<file path="config.mk">
export PLATFORM = sky130hd
export DESIGN_NAME = uart_tx_fifo
export DESIGN_NICKNAME = d
export VERILOG_FILES = /design/src/rtl/uart_tx_fifo_pkg.sv /design/src/rtl/uart_sync_fifo.sv /design/src/rtl/uart_tx_fifo.sv
export SDC_FILE = /design/constraint.sdc
export NUM_CORES = 1
export LEC_CHECK = 0
export BUFFER_PORTS_ARGS = -buffer_cell sky130_fd_sc_hd__buf_4
export CORE_AREA = 2 2 90 157
export DETAILED_ROUTE_END_ITERATION = 10
export DIE_AREA = 0 0 92 159
export PLACE_DENSITY = 0.71
export SYNTH_ARGS = -nofsm -noshare
export SYNTH_HDL_FRONTEND = slang
export SYNTH_HIERARCHICAL = 1
export SYNTH_SLANG_ARGS = --single-unit
</file>
<file path="constraint.sdc">
create_clock -name CLK -period 3.9 [get_ports CLK]
set_input_delay 0.39 -clock CLK [delete_from_list [all_inputs] [get_ports CLK]]
set_output_delay 0.39 -clock CLK [all_outputs]
set_load 0.005 [all_outputs]
</file>
<file path="src/rtl/uart_tx_fifo_pkg.sv">
// Shared UART definitions: parity modes, transmitter FSM states and baud divider rounding.
// Also imported by the matching uart_rx so both ends agree on encodings.
package uart_tx_fifo_pkg;

    localparam int PAR_NONE = 0;
    localparam int PAR_ODD  = 1;
    localparam int PAR_EVEN = 2;

    typedef enum logic [2:0] {
        ST_IDLE,
        ST_START,
        ST_DATA,
        ST_PARITY,
        ST_STOP
    } uart_state_t;

    // Cycles per bit, rounded to the nearest whole clock.
    function automatic int baud_div(input int clk_hz, input int baud);
        return (clk_hz + baud / 2) / baud;
    endfunction

endpackage

</file>
<file path="src/rtl/uart_sync_fifo.sv">
// Show-ahead synchronous FIFO: dout presents the oldest word whenever the FIFO is not empty,
// so the consumer takes it in the same cycle it asserts pop.
module uart_sync_fifo #(
    parameter int WIDTH = 8,
    parameter int DEPTH = 16
) (
    input  logic                   CLK,
    input  logic                   reset_n,
    input  logic                   push,
    input  logic                   pop,
    input  logic [WIDTH-1:0]       din,
    output logic [WIDTH-1:0]       dout,
    output logic                   full,
    output logic                   empty,
    output logic [$clog2(DEPTH):0] count
);

    localparam int PW = $clog2(DEPTH);
    localparam int CW = PW + 1;
    localparam logic [CW-1:0] DEPTH_C = CW'(DEPTH);

    if (DEPTH < 2 || (DEPTH & (DEPTH - 1)) != 0) begin : g_bad_depth
        $error("uart_sync_fifo: DEPTH must be a power of two >= 2");
    end

    logic [WIDTH-1:0] mem [DEPTH];
    logic [PW-1:0]    wr_ptr;
    logic [PW-1:0]    rd_ptr;
    logic             do_push;
    logic             do_pop;

    assign full    = (count == DEPTH_C);
    assign empty   = (count == '0);
    assign do_push = push && !full;
    assign do_pop  = pop && !empty;
    assign dout    = mem[rd_ptr];

    // Pointers wrap naturally because the depth is a power of two.
    always_ff @(posedge CLK or negedge reset_n) begin
        if (!reset_n) begin
            wr_ptr <= '0;
            rd_ptr <= '0;
            count  <= '0;
        end else begin
            if (do_push) begin
                wr_ptr <= wr_ptr + 1'b1;
            end
            if (do_pop) begin
                rd_ptr <= rd_ptr + 1'b1;
            end
            case ({do_push, do_pop})
                2'b10:   count <= count + 1'b1;
                2'b01:   count <= count - 1'b1;
                default: count <= count;
            endcase
        end
    end

    always_ff @(posedge CLK) begin
        if (do_push) begin
            mem[wr_ptr] <= din;
        end
    end

endmodule

</file>
<file path="src/rtl/uart_tx_fifo.sv">
// UART transmitter fed by a send FIFO: configurable baud, word width, parity and stop count,
// frames sent LSB-first and back-to-back while words are queued.
module uart_tx_fifo
    import uart_tx_fifo_pkg::*;
#(
    parameter int CLK_HZ     = 12000000,
    parameter int BAUD       = 115200,
    parameter int DATA_BITS  = 8,
    parameter int PARITY     = 0,
    parameter int STOP_BITS  = 1,
    parameter int FIFO_DEPTH = 16
) (
    input  logic                        CLK,
    input  logic                        reset_n,
    input  logic [DATA_BITS-1:0]        wr_data,
    input  logic                        wr_valid,
    output logic                        wr_ready,
    output logic                        tx,
    output logic                        tx_busy,
    output logic [$clog2(FIFO_DEPTH):0] fifo_count,
    output logic                        overflow
);

    localparam int DIV   = baud_div(CLK_HZ, BAUD);
    localparam int CW    = (DIV < 2) ? 1 : $clog2(DIV);
    localparam int IDX_W = 4;

    localparam logic [CW-1:0]    DIV_M1    = CW'(DIV - 1);
    localparam logic [IDX_W-1:0] LAST_DATA = IDX_W'(DATA_BITS - 1);
    localparam logic [IDX_W-1:0] LAST_STOP = IDX_W'(STOP_BITS - 1);

    if (DIV < 2) begin : g_bad_div
        $error("uart_tx_fifo: CLK_HZ/BAUD gives fewer than 2 cycles per bit");
    end
    if (DATA_BITS < 5 || DATA_BITS > 9) begin : g_bad_width
        $error("uart_tx_fifo: DATA_BITS must be 5..9");
    end
    if (PARITY != PAR_NONE && PARITY != PAR_ODD && PARITY != PAR_EVEN) begin : g_bad_parity
        $error("uart_tx_fifo: PARITY must be 0, 1 or 2");
    end
    if (STOP_BITS < 1 || STOP_BITS > 2) begin : g_bad_stop
        $error("uart_tx_fifo: STOP_BITS must be 1 or 2");
    end

    uart_state_t          state;
    logic [CW-1:0]        baud_cnt;
    logic [IDX_W-1:0]     bit_idx;
    logic [DATA_BITS-1:0] shifter;
    logic                 parity_bit;

    logic                 fifo_full;
    logic                 fifo_empty;
    logic [DATA_BITS-1:0] fifo_dout;
    logic                 push;
    logic                 pop;
    logic                 frame_done;

    assign wr_ready = !fifo_full;
    assign push     = wr_valid && wr_ready;

    // A word leaves the FIFO either from idle or on the very last stop cycle, so frames abut.
    always_comb begin
        frame_done = (state == ST_STOP) && (baud_cnt == '0) && (bit_idx == LAST_STOP);
        pop        = !fifo_empty && ((state == ST_IDLE) || frame_done);
    end

    uart_sync_fifo #(
        .WIDTH (DATA_BITS),
        .DEPTH (FIFO_DEPTH)
    ) u_fifo (
        .CLK     (CLK),
        .reset_n (reset_n),
        .push    (push),
        .pop     (pop),
        .din     (wr_data),
        .dout    (fifo_dout),
        .full    (fifo_full),
        .empty   (fifo_empty),
        .count   (fifo_count)
    );

    always_ff @(posedge CLK or negedge reset_n) begin
        if (!reset_n) begin
            state      <= ST_IDLE;
            baud_cnt   <= '0;
            bit_idx    <= '0;
            shifter    <= '0;
            parity_bit <= 1'b0;
            tx         <= 1'b1;
            tx_busy    <= 1'b0;
            overflow   <= 1'b0;
        end else begin
            if (wr_valid && !wr_ready) begin
                overflow <= 1'b1;
            end

            if (pop) begin
                state      <= ST_START;
                baud_cnt   <= DIV_M1;
                bit_idx    <= '0;
                shifter    <= fifo_dout;
                parity_bit <= (PARITY == PAR_EVEN) ? ^fifo_dout : ~^fifo_dout;
                tx         <= 1'b0;
                tx_busy    <= 1'b1;
            end else begin
                case (state)
                    ST_IDLE: begin
                        tx      <= 1'b1;
                        tx_busy <= 1'b0;
                    end
                    ST_START: begin
                        if (baud_cnt == '0) begin
                            state    <= ST_DATA;
                            baud_cnt <= DIV_M1;
                            tx       <= shifter[0];
                            shifter  <= shifter >> 1;
                        end else begin
                            baud_cnt <= baud_cnt - 1'b1;
                        end
                    end
                    ST_DATA: begin
                        if (baud_cnt == '0) begin
                            baud_cnt <= DIV_M1;
                            if (bit_idx == LAST_DATA) begin
                                bit_idx <= '0;
                                if (PARITY != PAR_NONE) begin
                                    state <= ST_PARITY;
                                    tx    <= parity_bit;
                                end else begin
                                    state <= ST_STOP;
                                    tx    <= 1'b1;
                                end
                            end else begin
                                bit_idx <= bit_idx + 1'b1;
                                tx      <= shifter[0];
                                shifter <= shifter >> 1;
                            end
                        end else begin
                            baud_cnt <= baud_cnt - 1'b1;
                        end
                    end
                    ST_PARITY: begin
                        if (baud_cnt == '0) begin
                            state    <= ST_STOP;
                            baud_cnt <= DIV_M1;
                            bit_idx  <= '0;
                            tx       <= 1'b1;
                        end else begin
                            baud_cnt <= baud_cnt - 1'b1;
                        end
                    end
                    ST_STOP: begin
                        // Reaching here with the count expired means the FIFO was empty.
                        if (baud_cnt == '0) begin
                            if (bit_idx == LAST_STOP) begin
                                state   <= ST_IDLE;
                                tx      <= 1'b1;
                                tx_busy <= 1'b0;
                            end else begin
                                bit_idx  <= bit_idx + 1'b1;
                                baud_cnt <= DIV_M1;
                            end
                        end else begin
                            baud_cnt <= baud_cnt - 1'b1;
                        end
                    end
                    default: begin
                        state   <= ST_IDLE;
                        tx      <= 1'b1;
                        tx_busy <= 1'b0;
                    end
                endcase
            end
        end
    end

endmodule

</file>
==> summary.txt <==
Placed design
  • Hpwl dp: 9.70 mm
  • Global placement routability congestion: about 0.83
  • Port Buffers: 19

Timing
  • Setup TNS: 0 ns
  • Finish-stage setup viols: 0
  • Slew headroom: 0.390
  • RSZ-0062 raised after global routing: no
  • Max Slew Vio Count: 0
  • Worst Max-Slew Pin Slew: 0.912 ns
  • Fin crit period: 3.53 ns
  • Fin crit share: 0.906
  • Hold Vio Cnt, Final: 0
  • Clock Skew: 0.0106 ns
  • Fmax achieved: between 0.2 and 0.3 GHz

Critical path
  • Largest stage delay, worst path: ~0.44 ns
  • Worst setup EP type: flip-flop
  • R2r worst-path depth: 15
  • Crit path buf inv count: 3
  • Crit path required time: 4.21 ns
  • Critical path class: flip-flop to flip-flop
  • CP max stage cell: nor3b_1
  • Count of cell instances traversed by the critical path: 15
  • Delay-heaviest family, CP: simple AND/OR/NAND/NOR gates
  • Critical Path, Cell by Cell: inv_1 -> ha_1 -> nor3b_1 -> nand3_1 -> a21o_1 -> inv_2 -> nor2b_1 -> ha_1 -> inv_1 -> fa_1 -> nor2b_1 -> o21ai_0 -> nand3_1 -> or3b_1 -> xnor2_1
  • WP data arrival: roughly 3.8 ns
  • Startpoint types: flip-flop
  • Crit-path max FO: 4

Power
  • Switching share of power: 0.253
  • Lkg Pwr: 3.08 nW
  • Int Power: 0.00318 W
  • Seq pwr share: 0.514
  • VDD IR max: 0.000346 V
  • Pwr Density: approximately 530 nW/um^2
  • Clock power frac: 0.374
  • Power share of the combinational group: 0.111
  • NetSw: 0.00108 W

Global routing
  • Largest net degree at the start of global routing: 52
  • Congestion Overflow GR: 0
  • Vias in the first global route: 4,356
  • First-pass GRT wire length: roughly 23 mm
  • Initial antenna violation count: 0
  • GRT Total Usage: 0.205

Final layout
  • Synth-to-layout area growth: 11.9%
  • Layout cells sized above 1: 0.188
  • Core Util, Final: 0.609
  • Nets: between 500 and 600
  • Diode count: 0
  • Area occupied by multi-input gates: 2220 um^2
  • Filler instances: 1,004
  • Total area of sequential cells: 4800 um^2

Synthesis
  • Top-count cell post-synth: edfxtp_1
  • Post-synth top flop: edfxtp_1
  • Avg Cell Area, Syn: 14.9 um^2
  • Synth Area in Adders: 0.0235
  • Asr flop ratio synth: 0.229
  • Post-synthesis xor/xnor area fraction: 0.0169
  • Largest family of logic cells by synthesized area: multiplexers
  • Synth Area in Compound Gates: 0.0740
  • Number of distinct library cells after synthesis: 59
  • Mux cell area share after synthesis: 0.111
  • Synth area leaders: edfxtp_1 (53%), dfrtp_1 (13%), mux4_2 (5.0%), mux2i_1 (4.3%), o21ai_0 (2.3%)
  • Area share of the largest cell type after synthesis: 0.530
  • Yosys reg bits: about 170
  • Simple-gate portion of the synthesized area: 0.0809
  • Most frequent cells after synthesis: edfxtp_1 (128), dfrtp_1 (37), nand2_1 (37)
  • Cells after Synth: 488
  • Post-synthesis sequential area ratio: 0.661
  • Area of the mapped netlist: 7250 um^2
  • Largest area contributor in the netlist: edfxtp_1
  • Synthesized Nets: 512
  • Post-synth EDFFs: 128
  • Synth warn: 6

Floorplanning
  • Num rows: 56
  • Starting Density: 0.545
  • CORE AREA: roughly 13,000 um^2
  • Io pins: 20
  • Die Span Y: 159 um
  • Die width: 92 um
  • Die area: about 15,000 um^2

Detailed routing
  • Post-DR vias/cell: 5.81
  • DRC: 0
  • DRT antenna net count: 0
  • WL final: 14.0 mm
  • DR vias: 4,073
  • Initial DRT Pass Iterations: 4
  • Initial drt markers: roughly 290
  • WL per Instance: 19.9 um

Clocking
  • Clock-pin slew on the worst setup and hold paths: 0.07 ns
  • CTS H-tree depth: 4
  • TritonCTS Buffers: 17
  • CTS Buffer Depth: 2
  • Postcts setup bufs: 0
  • Clock Latency Late Sink: around 0.42 ns
  • Clock sinks: 166
  • CTS tree: yes
  • Cts repair resizes: 0
  • Root Driver: clkbuf_16

Worst hold path
  • Hold path depth: 2
  • Hold Crit Class: input port to flip-flop

Run status
  • Status: finished, final reports clean

Run
  • Max-cap violations: 0
## registers in the layout (all words and copies together), names as in the netlist
name	flops
u_fifo/mem	128
shifter	8
baud_cnt	7
u_fifo/count	5
bit_idx	4
u_fifo/rd_ptr	4
u_fifo/wr_ptr	4
state	3
overflow	1
tx	1
tx_busy	1
## final timing paths
check | slack [ns] | endpoint | from
worst min-delay path | 0.17 | overflow$_DFFE_PN0P_ | wr_valid
worst min register to register | 0.47 | overflow$_DFFE_PN0P_ | overflow$_DFFE_PN0P_
worst max-delay path | 0.37 | u_fifo/count[4]$_DFFE_PN0P_ | bit_idx[0]$_DFFE_PN0P_
worst max register to register | 0.37 | u_fifo/count[4]$_DFFE_PN0P_ | bit_idx[0]$_DFFE_PN0P_
max in group asynchronous | 3.05 | tx$_DFFE_PN1P_ | reset_n
min in group asynchronous | 0.47 | u_fifo/count[2]$_DFFE_PN0P_ | reset_n
## layer usage
metal / global-route usage / routed length [um]
met5: 0 / 0
met4: 0.102 / 401
met3: 0.0421 / 364
met2: 0.375 / 8200
met1: 0.221 / 5020
## power groups by stage
| stage | combinational, W | clock [W] | sequential (W) |
|---|---|---|---|
| floorplan | 0.000304 | 0 | 0.00219 |
| global route | 0.000524 | 0.00169 | 0.00221 |
| finish | 0.000474 | 0.00160 | 0.00219 |
| detailed placement | 0.000477 | 0 | 0.00223 |
| CTS | 0.000481 | 0.00162 | 0.00220 |
| global placement | 0.000456 | 0 | 0.00222 |
## per-stage QoR
step,hold slack [ns],cell area (um^2),power (W),std cells,worst slack (ns)
floorplan,0.0944,7250,0.00249,488,0.507
global placement,0.384,7530,0.00267,668,0.492
detailed placement,0.392,7530,0.00271,668,0.365
CTS,0.162,8110,0.00430,701,0.359
global route,0.179,8110,0.00442,701,0.105
finish,0.174,8110,0.00426,701,0.366
## layout make-up
class / count / area share
sequential: 166 / 0.591
clock buffer: 18 / 0.0529
tap: 174 / 0.0268
clock inverter: 14 / 0.0173
multi-input combinational: 280 / 0.273
inverter: 19 / 0.00879
timing repair buffer: 30 / 0.0296
## cells in the final DEF, fill, tap and decap left out, types with 2 or more instances in the layout
| cell | instances |
|---|---|
| edfxtp_1 | 128 |
| nand2_1 | 37 |
| dfrtp_1 | 36 |
| o21ai_0 | 33 |
| mux2i_1 | 31 |
| buf_4 | 28 |
| inv_1 | 18 |
| a21oi_1 | 18 |
| nor2_1 | 17 |
| clkbuf_16 | 17 |
| nand3_1 | 16 |
| mux4_2 | 16 |
| ha_1 | 12 |
| mux2_2 | 9 |
| a221oi_1 | 8 |
| a22oi_1 | 8 |
| xor2_1 | 7 |
| xnor2_1 | 7 |
| a21o_1 | 6 |
| nor3_1 | 6 |
| inv_6 | 5 |
| nor2b_1 | 4 |
| clkinv_4 | 4 |
| or3_1 | 3 |
| and2_1 | 3 |
| nor3b_4 | 2 |
| o22ai_1 | 2 |
| a22o_1 | 2 |
| mux2_4 | 2 |
| o31ai_1 | 2 |
| nand4_1 | 2 |
| nand4b_1 | 2 |
| inv_8 | 2 |
| nand2b_1 | 2 |
## cell families (layout without fill, tap and decap cells)
group,Yosys count,in the layout
adders and majority gates,13,13
DFF,166,166
buffers and inverters,42,81
xor gates and xnor gates,14,14
and+or+nand+nor,110,110
AOI/OAI and AO/OA,85,85
muxes,58,58
## what timing repair did
item	in CTS	in global routing
endpoints found under the setup margin	0	0
hold buffers	1	0
endpoints found under the hold margin	37	0
Note: power is estimated with default switching activity, not from simulation.
